[src/rtl/arith_pkg.sv]
// Shared arithmetic-datapath definitions: FSM encodings, default width and
// the counter-width helper used by the serial arithmetic blocks.
`timescale 1ns/1ps
package arith_pkg;

  typedef enum logic [1:0] {
    IDLE  = 2'd0,
    SHIFT = 2'd1,
    DONE  = 2'd2
  } state_e;

  localparam int DEF_WIDTH = 8;

  // Width of a counter that indexes bit positions 0..width-1.
  function automatic int cnt_w(input int width);
    return (width <= 2) ? 1 : $clog2(width);
  endfunction

endpackage

[src/rtl/full_subtractor.sv]
// One-bit full subtractor: d = x - y - bin, with borrow out.
`timescale 1ns/1ps
module full_subtractor (
  input  logic x,
  input  logic y,
  input  logic bin,
  output logic d,
  output logic bout
);

  assign d    = x ^ y ^ bin;
  assign bout = (~x & y) | (~(x ^ y) & bin);

endmodule

[src/rtl/bit_serial_subtractor.sv]
// Bit-serial A - B, LSB first, one full-subtractor cell and a registered
// borrow; start/done handshake, result held until the next completion.
`timescale 1ns/1ps
module bit_serial_subtractor
  import arith_pkg::*;
#(
  parameter int WIDTH = DEF_WIDTH
) (
  input  logic             clk,
  input  logic             reset,
  input  logic             start,
  input  logic [WIDTH-1:0] a,
  input  logic [WIDTH-1:0] b,
  output logic             busy,
  output logic             done,
  output logic [WIDTH-1:0] diff,
  output logic             bout
);

  localparam int CNT_W = cnt_w(WIDTH);
  localparam logic [CNT_W-1:0] LAST = CNT_W'(WIDTH - 1);

  state_e           state_q, state_d;
  logic [WIDTH-1:0] a_sr_q, a_sr_d;
  logic [WIDTH-1:0] b_sr_q, b_sr_d;
  logic [WIDTH-1:0] work_q, work_d;
  logic [WIDTH-1:0] diff_q, diff_d;
  logic [CNT_W-1:0] cnt_q, cnt_d;
  logic             borrow_q, borrow_d;
  logic             bout_q, bout_d;
  logic             busy_q, done_q;
  logic             fs_d, fs_bout;

  full_subtractor u_cell (
    .x   (a_sr_q[0]),
    .y   (b_sr_q[0]),
    .bin (borrow_q),
    .d   (fs_d),
    .bout(fs_bout)
  );

  always_comb begin
    state_d  = state_q;
    a_sr_d   = a_sr_q;
    b_sr_d   = b_sr_q;
    work_d   = work_q;
    diff_d   = diff_q;
    cnt_d    = cnt_q;
    borrow_d = borrow_q;
    bout_d   = bout_q;
    unique case (state_q)
      IDLE, DONE: begin
        if (start) begin
          state_d  = SHIFT;
          a_sr_d   = a;
          b_sr_d   = b;
          borrow_d = 1'b0;
          cnt_d    = '0;
        end else begin
          state_d = IDLE;
        end
      end
      SHIFT: begin
        a_sr_d   = a_sr_q >> 1;
        b_sr_d   = b_sr_q >> 1;
        work_d   = (work_q >> 1) | {fs_d, {(WIDTH-1){1'b0}}};
        borrow_d = fs_bout;
        // Hold the counter on the last bit so it never passes WIDTH-1.
        if (cnt_q == LAST) begin
          state_d = DONE;
          diff_d  = work_d;
          bout_d  = fs_bout;
        end else begin
          cnt_d = cnt_q + 1'b1;
        end
      end
      default: state_d = IDLE;
    endcase
  end

  always_ff @(posedge clk or posedge reset) begin
    if (reset) begin
      state_q  <= IDLE;
      a_sr_q   <= '0;
      b_sr_q   <= '0;
      work_q   <= '0;
      diff_q   <= '0;
      cnt_q    <= '0;
      borrow_q <= 1'b0;
      bout_q   <= 1'b0;
      busy_q   <= 1'b0;
      done_q   <= 1'b0;
    end else begin
      state_q  <= state_d;
      a_sr_q   <= a_sr_d;
      b_sr_q   <= b_sr_d;
      work_q   <= work_d;
      diff_q   <= diff_d;
      cnt_q    <= cnt_d;
      borrow_q <= borrow_d;
      bout_q   <= bout_d;
      busy_q   <= (state_d == SHIFT);
      done_q   <= (state_d == DONE);
    end
  end

  assign busy = busy_q;
  assign done = done_q;
  assign diff = diff_q;
  assign bout = bout_q;

endmodule
[config.mk]
export PLATFORM = sky130hd
export DESIGN_NAME = bit_serial_subtractor
export DESIGN_NICKNAME = d
export VERILOG_FILES = /design/src/rtl/arith_pkg.sv /design/src/rtl/full_subtractor.sv /design/src/rtl/bit_serial_subtractor.sv
export SDC_FILE = /design/constraint.sdc
export NUM_CORES = 1
export LEC_CHECK = 0
export ABC_CLOCK_PERIOD_IN_PS = 4300
export CORE_ASPECT_RATIO = 0.9
export CORE_UTILIZATION = 35
export CTS_CLUSTER_SIZE = 8
export DETAILED_ROUTE_END_ITERATION = 7
export PLACE_DENSITY = 0.58
export SLEW_MARGIN = 20
export SYNTH_ARGS = -nofsm -noshare
export SYNTH_HDL_FRONTEND = slang
export SYNTH_SLANG_ARGS = --single-unit
[constraint.sdc]
create_clock -name clk -period 4.3 [get_ports clk]
set_clock_uncertainty 0.15 [all_clocks]
set_input_delay 0.86 -clock clk [delete_from_list [all_inputs] [get_ports clk]]
set_output_delay 0.86 -clock clk [all_outputs]
set_load 0.05 [all_outputs]
==> impl_results.md, run 1 <==
* Commonest non-fill, non-tap cells in the layout: dfrtp_1, clkdlybuf4s50_1, nand2_1
* Largest stage delay, worst path at 930 ps
* Fin. max-slew vios at 0
* Fin area at 2230 µm²
* GR Overflow Total at 0
* Syn Inst Count at 160
* Post-Place Cells at 245
* DP HPWL at 2.11 mm
* Max FO, Critical Path at 21
* CTS tree: built
* Flip-flop and latch count after synthesis at 40
* Mean Syn Cell Area at 11.0 µm²
* Number of placement rows at 24
* Max-Cap Viols at 0
* F_max at 399 MHz
* Async SR Flop Fraction at 100%
* Commonest non-fill, non-tap cell in the layout: dfrtp_1
* CP cell instances: clkdlybuf4s50_1 -> nor2_1 -> a21o_1 -> a22o_1
* Initial antenna violation count at 0
* Clock transition at the registers of the reported paths at 70 ps
* Run status: finished clean
* Main synth FF type: dfrtp_1
* CTS Hold Bufs at 0
* Worst hold slack at 337 ps
* Final setup viols at 0
* Fin nets at 209
* Peak supply drop at 0.270 mV
* Synthesized Nets at 182
* Fraction of layout cells with a size suffix above 1 at 9.09%
* Post-CTS setup buffer count at 0
* XOR/XNOR share of the synthesized area at 0.496%
* Initial cell density of the core at 36.5%
* Worst hold path type: flop to flop
* Relative slew slack at 42.0%
* Final Non-Filler Cells at 252
* Synth Area in Compound Gates at 13.8%
* Placement Cell Area at 2100 µm²
* Top delay family on crit path: buffers and inverters
* Pre-CTS WS at 1500 ps
* Final Hold Fails at 0
* Avg WL per Cell at 12.5 µm
* Crit path buf inv count at 1
* Vias at 1217
* Worst slew pin tran at 869 ps
* Area share of the largest cell type after synthesis at 56.7%
* Setup TNS at 0 ps
* Ys Warns at 0
* Largest family of logic cells by synthesized area: compound AO/OA/AOI/OAI gates
* Worst EP required at 4320 ps
* DIE AREA at 5330 µm²
* Initial DRC count at 57
* Routability cong. at 0.740
* H-tree level count at 2
* Post-route setup slack at 1790 ps
* Largest net degree at the start of global routing at 41
* Mapped cell area at 1760 µm²
* Clock insertion delay at the later pin of the skew report at 290 ps
* CP startpoint kind: input port
* Synth top area cells: dfrtp_1, mux2i_1, mux2_2
* Unrepaired setup endpoints after global routing: no
* Vias in the first global route at 1277
* TritonCTS buffer count at 5
* DRT Pass-1 Iters at 4
* Port bufs at 29
* Sink Count at 40
* Number of fill cells at 448
* Diode count at 0
* Adder-cell share of the synthesized area at 2.55%
* Die H at 69.4 µm
* Total Routing Usage GR at 13.8%
* Post-synthesis sequential area ratio at 56.7%
* Mux cell area share after synthesis at 11.6%
* Leakage at 1.00 nW
* CP Capture Type: flop
* Top Ports at 30
* Antenna viol nets, final at 0
* PD cells at 758 nW/µm²
* Syn-to-layout area delta at 26.3%
* Slowest CP cell: clkdlybuf4s50_1
* DRC at 0
* Number of synthesized flops with an enable pin at 0
* Die W at 76.8 µm
* Fin crit share at 58.3%
* Cell variety after synth at 25
* CP Class: input port to flop
* CTS root buf: clkbuf_8
* Core area at 4830 µm²
* Tmin final at 2510 ps
* CP Data Arrival Time at 2530 ps
* Via-per-instance ratio at 4.83
* Total Wirelength at 3.15 mm
* Synth area leader: dfrtp_1
* Clock Path Buffers at 2
* First-pass GRT wire length at 5.82 mm
* Area share of and/or/nand/nor cells after synthesis at 10.0%
* Resized cells post-CTS at 0
-- synth_stat cells, types with 2 or more instances --
master and count:
a211oi_1 9, o22ai_1 6, nand2b_1 2, a22o_1 3
clkbuf_1 4, mux2_2 8, buf_2 5, nor2b_1 10
inv_1 11, mux2i_1 10, ha_1 2, dfrtp_1 40
nand2_1 21, a21oi_1 16, o21ai_0 3
-- registers in the layout, indices dropped and copies added (netlist names) --
name,flops
a_sr_q,8
borrow_q,1
busy,1
bout,1
work_q,7
state_q,2
cnt_q,3
diff,8
done,1
b_sr_q,8
-- worst register-to-register path, cell delays in order (launching register included) --
cell      delay, ps
dfrtp_1         910
nand3b_1        610
mux2_2          460
-- metal layers --
layer | wire, µm | global-route usage, % | part of all wire (%) | vias up
met5 | 0 | 0 | 0 | -
met4 | 29 | 3.21 | 0.92 | 0
met3 | 144 | 4.08 | 4.6 | 4
met2 | 1400 | 22.4 | 45 | 28
met1 | 1570 | 18.0 | 50 | 584
li1 | - | - | - | 601
-- area by class of cell --
class                   count  area, µm²  area share (%)
multi-input cells          99        678            30.4
repair buffers             30        298            13.4
clock buffers               5       68.8            3.09
inverters                  11       41.3            1.85
clock inverters             2       60.1            2.70
well taps                  65       81.3            3.65
flip-flops and latches     40       1000            44.9
-- kinds of logic after synthesis --
| logic type | Yosys count |
|---|---|
| AOI/OAI and AO/OA | 39 |
| muxes | 19 |
| DFF | 40 |
| buffers and inverters | 21 |
| xor gates and xnor gates | 1 |
| adders and majority gates | 3 |
| and+or+nand+nor | 37 |
-- path summary, 6_finish.rpt --
path                             from         to  slack (ps)  cells past startpoint
hold / removal              work_q[1]  work_q[1]         340                      2
setup / recovery                start   borrow_q        1790                      4
min in group asynchronous       reset       done         850                      3
setup reg to reg           state_q[0]       bout        2050                      2
hold reg to reg             work_q[1]  work_q[1]         340                      2
max in group asynchronous       reset   cnt_q[0]        2790                      3
-- through the flow --
step	utilization, %	power (mW)
6_report	46.1	1.69
5_1_grt	46.1	1.82
4_1_cts	46.1	1.71
3_5_place_dp	43.4	1.35
3_3_place_gp	43.4	1.33
2_1_floorplan	-	1.17
-- report_power, final --
group | switching (mW) | internal, mW | total [mW]
Clock | 0.126 | 0.228 | 0.354
Combinational | 0.358 | 0.298 | 0.656
Sequential | 0.134 | 0.545 | 0.679
Power figures use the tool's default switching activity.
==> run 2, diff against run 1 <==
- ABC_CLOCK_PERIOD_IN_PS: 4300 -> 2370
- clock period: 4.3 -> 2.37 ns (I/O delays scaled with it)
==> impl_results.md, run 2 (synthesis results as in run 1) <==
* Switching Share at 36.7% (+0.11 points)
* Unrepaired setup endpoints after global routing: no
* Port bufs at 29 (unchanged)
* Worst slew pin tran at 543 ps (-326 ps)
* Core area at 4830 µm² (unchanged)
* Commonest non-fill, non-tap cells in the layout: dfrtp_1, clkdlybuf4s50_1, nand2_1
* Slowest CP cell: clkdlybuf4s50_1
* Leakage at 1.02 nW (+1.5%)
* F_max at 483 MHz
* CP startpoint kind: flop
* Int Power at 1.96 mW (+83%)
* Die H at 69.4 µm (unchanged)
* Hold path depth at 2 (unchanged)
* Die W at 76.8 µm (unchanged)
* CP cell instances: clkdlybuf4s50_1
* Top Ports at 30 (unchanged)
* Antenna viol nets, final at 0 (unchanged)
* Vias at 1230 (+1.1%)
* Vias in the first global route at 1220 (-4.5%)
* Routability cong. at 0.708 (-4.3%)
* Diode count at 0 (unchanged)
* Initial DRC count at 58 (+1.8%)
* Max-Cap Viols at 0 (unchanged)
* Peak supply drop at 0.509 mV (+89%)
* CP Class: flop to output pin
* Tmin final at 2070 ps
* DRT Pass-1 Iters at 4 (unchanged)
* First-pass GRT wire length at 5.78 mm (-0.82%)
* Total Wirelength at 3.26 mm (+3.4%)
* Total Routing Usage GR at 14.0% (+0.26 points)
* Comb power frac at 40.5% (+1.7 points)
* Flop pwr share at 38.6% (-1.6 points)
* CTS Hold Bufs at 0 (unchanged)
* PD cells at 1370 nW/µm² (+81%)
* CTS root buf: clkbuf_8
* Avg WL per Cell at 12.8 µm (+2.1%)
* CTS tree: built
* Commonest non-fill, non-tap cell in the layout: dfrtp_1
* Largest net degree at the start of global routing at 41 (unchanged)
* Resized cells post-CTS at 0 (unchanged)
* Post-CTS setup buffer count at 0 (unchanged)
* Top delay family on crit path: buffers and inverters
* WP depth at 1 (-3)
* R2R depth at 4 (+2)
* DP HPWL at 2.18 mm (+3.3%)
* Worst EP required at 1750 ps (-2570 ps)
* Sw power at 1.13 mW (+83%)
* H-tree level count at 2 (unchanged)
* Crit path buf inv count at 1 (unchanged)
* Clock Path Buffers at 2 (unchanged)
* GR Overflow Total at 0 (unchanged)
* DRC at 0 (unchanged)
* Fin crit share at 87.4%
* Sink Count at 40 (unchanged)
* Relative slew slack at 63.7% (+22 points)
* Clock insertion delay at the later pin of the skew report at 290 ps (about the same)
* Fin nets at 212 (+1.4%)
* Clk pwr share at 20.9% (about the same)
* Via-per-instance ratio at 4.82 (-0.12%)
* Initial antenna violation count at 0 (unchanged)
* Syn-to-layout area delta at 27.6%
* Fraction of layout cells with a size suffix above 1 at 10.5% (+1.4 points)
* CP Data Arrival Time at 1450 ps (-1080 ps)
* TritonCTS buffer count at 5 (unchanged)
* Final Hold Fails at 0 (unchanged)
* Fin. max-slew vios at 0 (unchanged)
* Number of placement rows at 24 (unchanged)
* DIE AREA at 5330 µm² (unchanged)
* Setup TNS at 0 ps (unchanged)
* Largest stage delay, worst path at 800 ps (-130 ps)
* Final setup viols at 0 (unchanged)
* Clock transition at the registers of the reported paths at 80 ps (about the same)
* Util after Layout at 46.6% (+0.47 points)
* Worst hold path type: flop to flop
* CP Capture Type: output pin
* Run status: finished clean
* Initial cell density of the core at 36.5% (unchanged)
* Max FO, Critical Path at 2 (-90%)
## run 2: changes by cell type in the layout (fill, tap and decap cells not counted)
cell   previous run  this run
buf_4             1         4
## run 2: stage by stage
step | area, µm² | std cells | hold WS [ps] | setup slack (ps) | total power [mW]
floorplan | 1760 | 160 | 292 | 554 | 2.11
global placement | 2120 | 248 | 311 | 497 | 2.42
detailed placement | 2120 | 248 | 325 | 420 | 2.47
CTS | 2250 | 255 | 343 | 284 | 3.12
global route | 2250 | 255 | 358 | 258 | 3.32
finish | 2250 | 255 | 338 | 299 | 3.09
## run 2: worst paths after layout
kind | startpoint | end | slack (ps)
max reg2reg | cnt_q[0] | bout | 500
min reg2reg | diff[7] | diff[7] | 340
max | bout | bout | 300
max in group asynchronous | reset | b_sr_q[6] | 1240
min | diff[7] | diff[7] | 340
min in group asynchronous | reset | cnt_q[2] | 470
## run 2: area by class of cell
type	instances	area, µm²
flip-flops and latches	40	1000
well taps	65	81.3
fillers	456	2580
clock inverters	2	60.1
multi-input cells	99	678
inverters	11	41.3
clock buffers	5	68.8
repair buffers	33	320
## run 2: power groups by stage
| stage | registers (mW) | clock network (mW) | logic (mW) |
|---|---|---|---|
| 2_1_floorplan | 1.42 | 0 | 0.697 |
| 3_3_place_gp | 1.19 | 0 | 1.24 |
| 3_5_place_dp | 1.20 | 0 | 1.27 |
| 4_1_cts | 1.19 | 0.661 | 1.27 |
| 5_1_grt | 1.24 | 0.692 | 1.39 |
| 6_report | 1.19 | 0.646 | 1.25 |
## run 2: per-layer routing
metal | vias to the layer above | part of all wire (%) | GRT usage, %
met5 | - | 0 | 0
met4 | 0 | 0.49 | 3.85
met3 | 2 | 4.3 | 4.34
met2 | 29 | 47 | 21.7
met1 | 595 | 48 | 19.0
li1 | 604 | - | -
## run 2: worst register-to-register path, delay by kind of cell, from the launching register on
kind / cells / cell delay, ps
flip-flops: 1 / 410
multiplexers: 1 / 400
AND/OR/NAND/NOR: 1 / 400
adder cells (fa/ha/maj): 2 / 400
==> run 3, diff against run 2 <==
- SYNTH_HIERARCHICAL: default -> 1
==> impl_results.md, run 3 <==
* Run status: finished clean
* CP startpoint kind: flop
* Mapped cell area at 1680 µm² (-4.8%)
* Post-synthesis sequential area ratio at 59.6% (+2.8 points)
* Leakage at 1.03 nW (+1.6%)
* Ys Warns at 6 (+6)
* Die H at 67.7 µm (-2.3%)
* Reg-to-reg endpoint: cnt_q[2]
* Antenna viol nets, final at 0 (unchanged)
* Total power at 3.01 mW (-2.4%)
* Initial DRC count at 98 (+69%)
* Final Non-Filler Cells at 246 (-3.5%)
* Via-per-instance ratio at 4.79 (-0.64%)
* DRC at 0 (unchanged)
* Peak supply drop at 0.444 mV (-13%)
* Vias in the first global route at 1220 (unchanged)
* Async SR Flop Fraction at 100% (unchanged)
* GR Overflow Total at 0 (unchanged)
* Hold Path Sink: diff[2]
* Worst slew pin tran at 710 ps (+167 ps)
* Sink Count at 40 (unchanged)
* Vias at 1179 (-4.1%)
* CP Data Arrival Time at 1450 ps (about the same)
* Max FO, Critical Path at 2 (unchanged)
* Global-route track usage on met1 at 18.0% (-0.94 points)
* Initial antenna violation count at 0 (unchanged)
* R2R depth at 5 (+1)
* Clock Path Buffers at 2 (unchanged)
* Util after Layout at 47.5% (+0.99 points)
* FF-to-FF Start: cnt_q[0]
* Top delay family on crit path: buffers and inverters
* Final Hold Fails at 0 (unchanged)
* Initial cell density of the core at 37.2% (+0.70 points)
* Fin nets at 205 (-3.3%)
* Core area at 4520 µm² (-6.5%)
* Worst hold path type: flop to flop
* Commonest non-fill, non-tap cells in the layout: dfrtp_1, clkdlybuf4s50_1, nand2_1
* Mean Syn Cell Area at 11.0 µm² (-0.39%)
* CTS tree: built
* TritonCTS buffer count at 5 (unchanged)
* Total Routing Usage GR at 15.3% (+1.3 points)
* CTS Hold Bufs at 0 (unchanged)
* CTS root buf: clkbuf_8
* Resized cells post-CTS at 0 (unchanged)
* Setup TNS at 0 ps (unchanged)
* Pre-CTS WS at 293 ps (-128 ps)
* Largest stage delay, worst path at 800 ps (about the same)
* Area share of the largest cell type after synthesis at 59.6% (+2.8 points)
* Cell variety after synth at 27 (+8.0%)
* Routability cong. at 0.712 (+0.49%)
* Clock transition at the registers of the reported paths at 80 ps (about the same)
* Hold path depth at 1 (-1)
* Number of placement rows at 23 (-4.2%)
* Total Wirelength at 3.21 mm (-1.6%)
* Diode count at 0 (unchanged)
* Flip-flop and latch count after synthesis at 40 (unchanged)
* Port bufs at 29 (unchanged)
* Number of synthesized flops with an enable pin at 0 (unchanged)
* CP cell instances: clkdlybuf4s50_1
* Placement Cell Area at 2020 µm² (-4.7%)
* Main synth FF type: dfrtp_1
* CP Capture Type: output pin
* Top Ports at 30 (unchanged)
* DIE AREA at 5080 µm² (-4.6%)
* Fin crit share at 87.7% (+0.29 points)
* Synthesized Nets at 175 (-3.8%)
* Syn Inst Count at 153 (-4.4%)
* Fraction of layout cells with a size suffix above 1 at 7.07% (-3.5 points)
* Synth area leader: dfrtp_1
* Avg WL per Cell at 13.0 µm (+2.0%)
* Busiest layer in global routing: met2
* Commonest non-fill, non-tap cell in the layout: dfrtp_1
* DP HPWL at 2.24 mm (+2.7%)
* Worst hold slack at 340 ps (+2.86 ps)
* Crit path buf inv count at 1 (unchanged)
* Most frequent cells after synthesis: dfrtp_1, nand2_1, inv_1
* Fin area at 2150 µm² (-4.6%)
* DRT Pass-1 Iters at 4 (unchanged)
* Top-count cell post-synth: dfrtp_1
* Worst EP required at 1750 ps (about the same)
* Clock insertion delay at the later pin of the skew report at 290 ps (about the same)
* Tmin final at 2080 ps (+6.89 ps)
* Hold Startpoint: diff[2]
* Slowest CP cell: clkdlybuf4s50_1
* F_max at 481 MHz (-0.33%)
* Fin. max-slew vios at 0 (unchanged)
* PD cells at 1400 nW/µm² (+2.3%)
* Synth top area cells: dfrtp_1, mux2_1, nand2_1
* H-tree level count at 2 (unchanged)
* Met3 Use GR at 4.03% (-0.31 points)
* Post-Place Cells at 238 (-4.0%)
* GR Util met2 at 25.9% (+4.2 points)
* Relative slew slack at 52.7% (-11 points)
* Die W at 75.0 µm (-2.3%)
* Largest net degree at the start of global routing at 41 (unchanged)
* Post-CTS setup buffer count at 0 (unchanged)
* Reg-to-reg slack, setup at 550 ps (+50 ps)
* Syn-to-layout area delta at 27.8%
* Post-route setup slack at 292 ps (-6.89 ps)
* Unrepaired setup endpoints after global routing: no
* Final setup viols at 0 (unchanged)
* CP Class: flop to output pin
* First-pass GRT wire length at 5.56 mm (-3.7%)
* Max-Cap Viols at 0 (unchanged)
[run 3: cell count changes after synthesis, sizes merged, moves of 2 or more]
| cell | change |
|---|---|
| inv | +8 |
| a211oi | -7 |
| mux2i | -7 |
| nor2b | -6 |
| o22ai | +5 |
| nand2 | +3 |
| a21oi | -2 |
| clkbuf | -2 |
| o21ai | -2 |
[run 3: final cells by class]
cell class,instances,area (µm²)
Timing Repair Buffer,31,305
Fill cell,450,2370
Inverter,19,73.8
Multi-Input combinational cell,86,564
Tap cell,62,77.6
Clock inverter,1,30.0
Sequential cell,40,1000
Clock buffer,7,96.3
[run 3: metal layers]
| layer | vias to the layer above | wire length, µm |
|---|---|---|
| li1 | 569 | - |
| met3 | 7 | 111 |
| met4 | 0 | 63 |
| met2 | 22 | 1610 |
| met5 | - | 0 |
| met1 | 581 | 1420 |
[run 3: how the worst max path moves through the flow]
stage | start | endpoint | slack, ps | depth (start not counted)
3_3_place_gp | start | borrow_q | 350 | 4
5_1_grt | bout | bout | 240 | 1
4_1_cts | bout | bout | 270 | 1
2_1_floorplan | cnt_q[0] | cnt_q[2] | 710 | 5
6_report | bout | bout | 290 | 1
3_5_place_dp | start | b_sr_q[3] | 290 | 4
[run 3: cell families after synthesis]
logic type | Yosys count | share of synthesized area, %
simple gates | 34 | 9.08
flops | 40 | 59.6
buf+inv | 27 | 6.85
mux | 12 | 7.82
compound gates | 36 | 13.5
fa+ha+maj | 3 | 2.68
xor+xnor | 1 | 0.521
[run 3: power breakdown]
part	switching, mW	leakage (nW)	internal, mW	total (mW)
Clock	0.238	0.0645	0.372	0.609
Sequential	0.203	0.491	0.988	1.19
Combinational	0.723	0.479	0.491	1.21
[run 3: worst reg2reg max path: cells and delay by family (launching register included)]
family	cells	cell delay [ps]
compound gates	2	410
flops	1	420
simple gates	1	290
fa+ha+maj	2	440
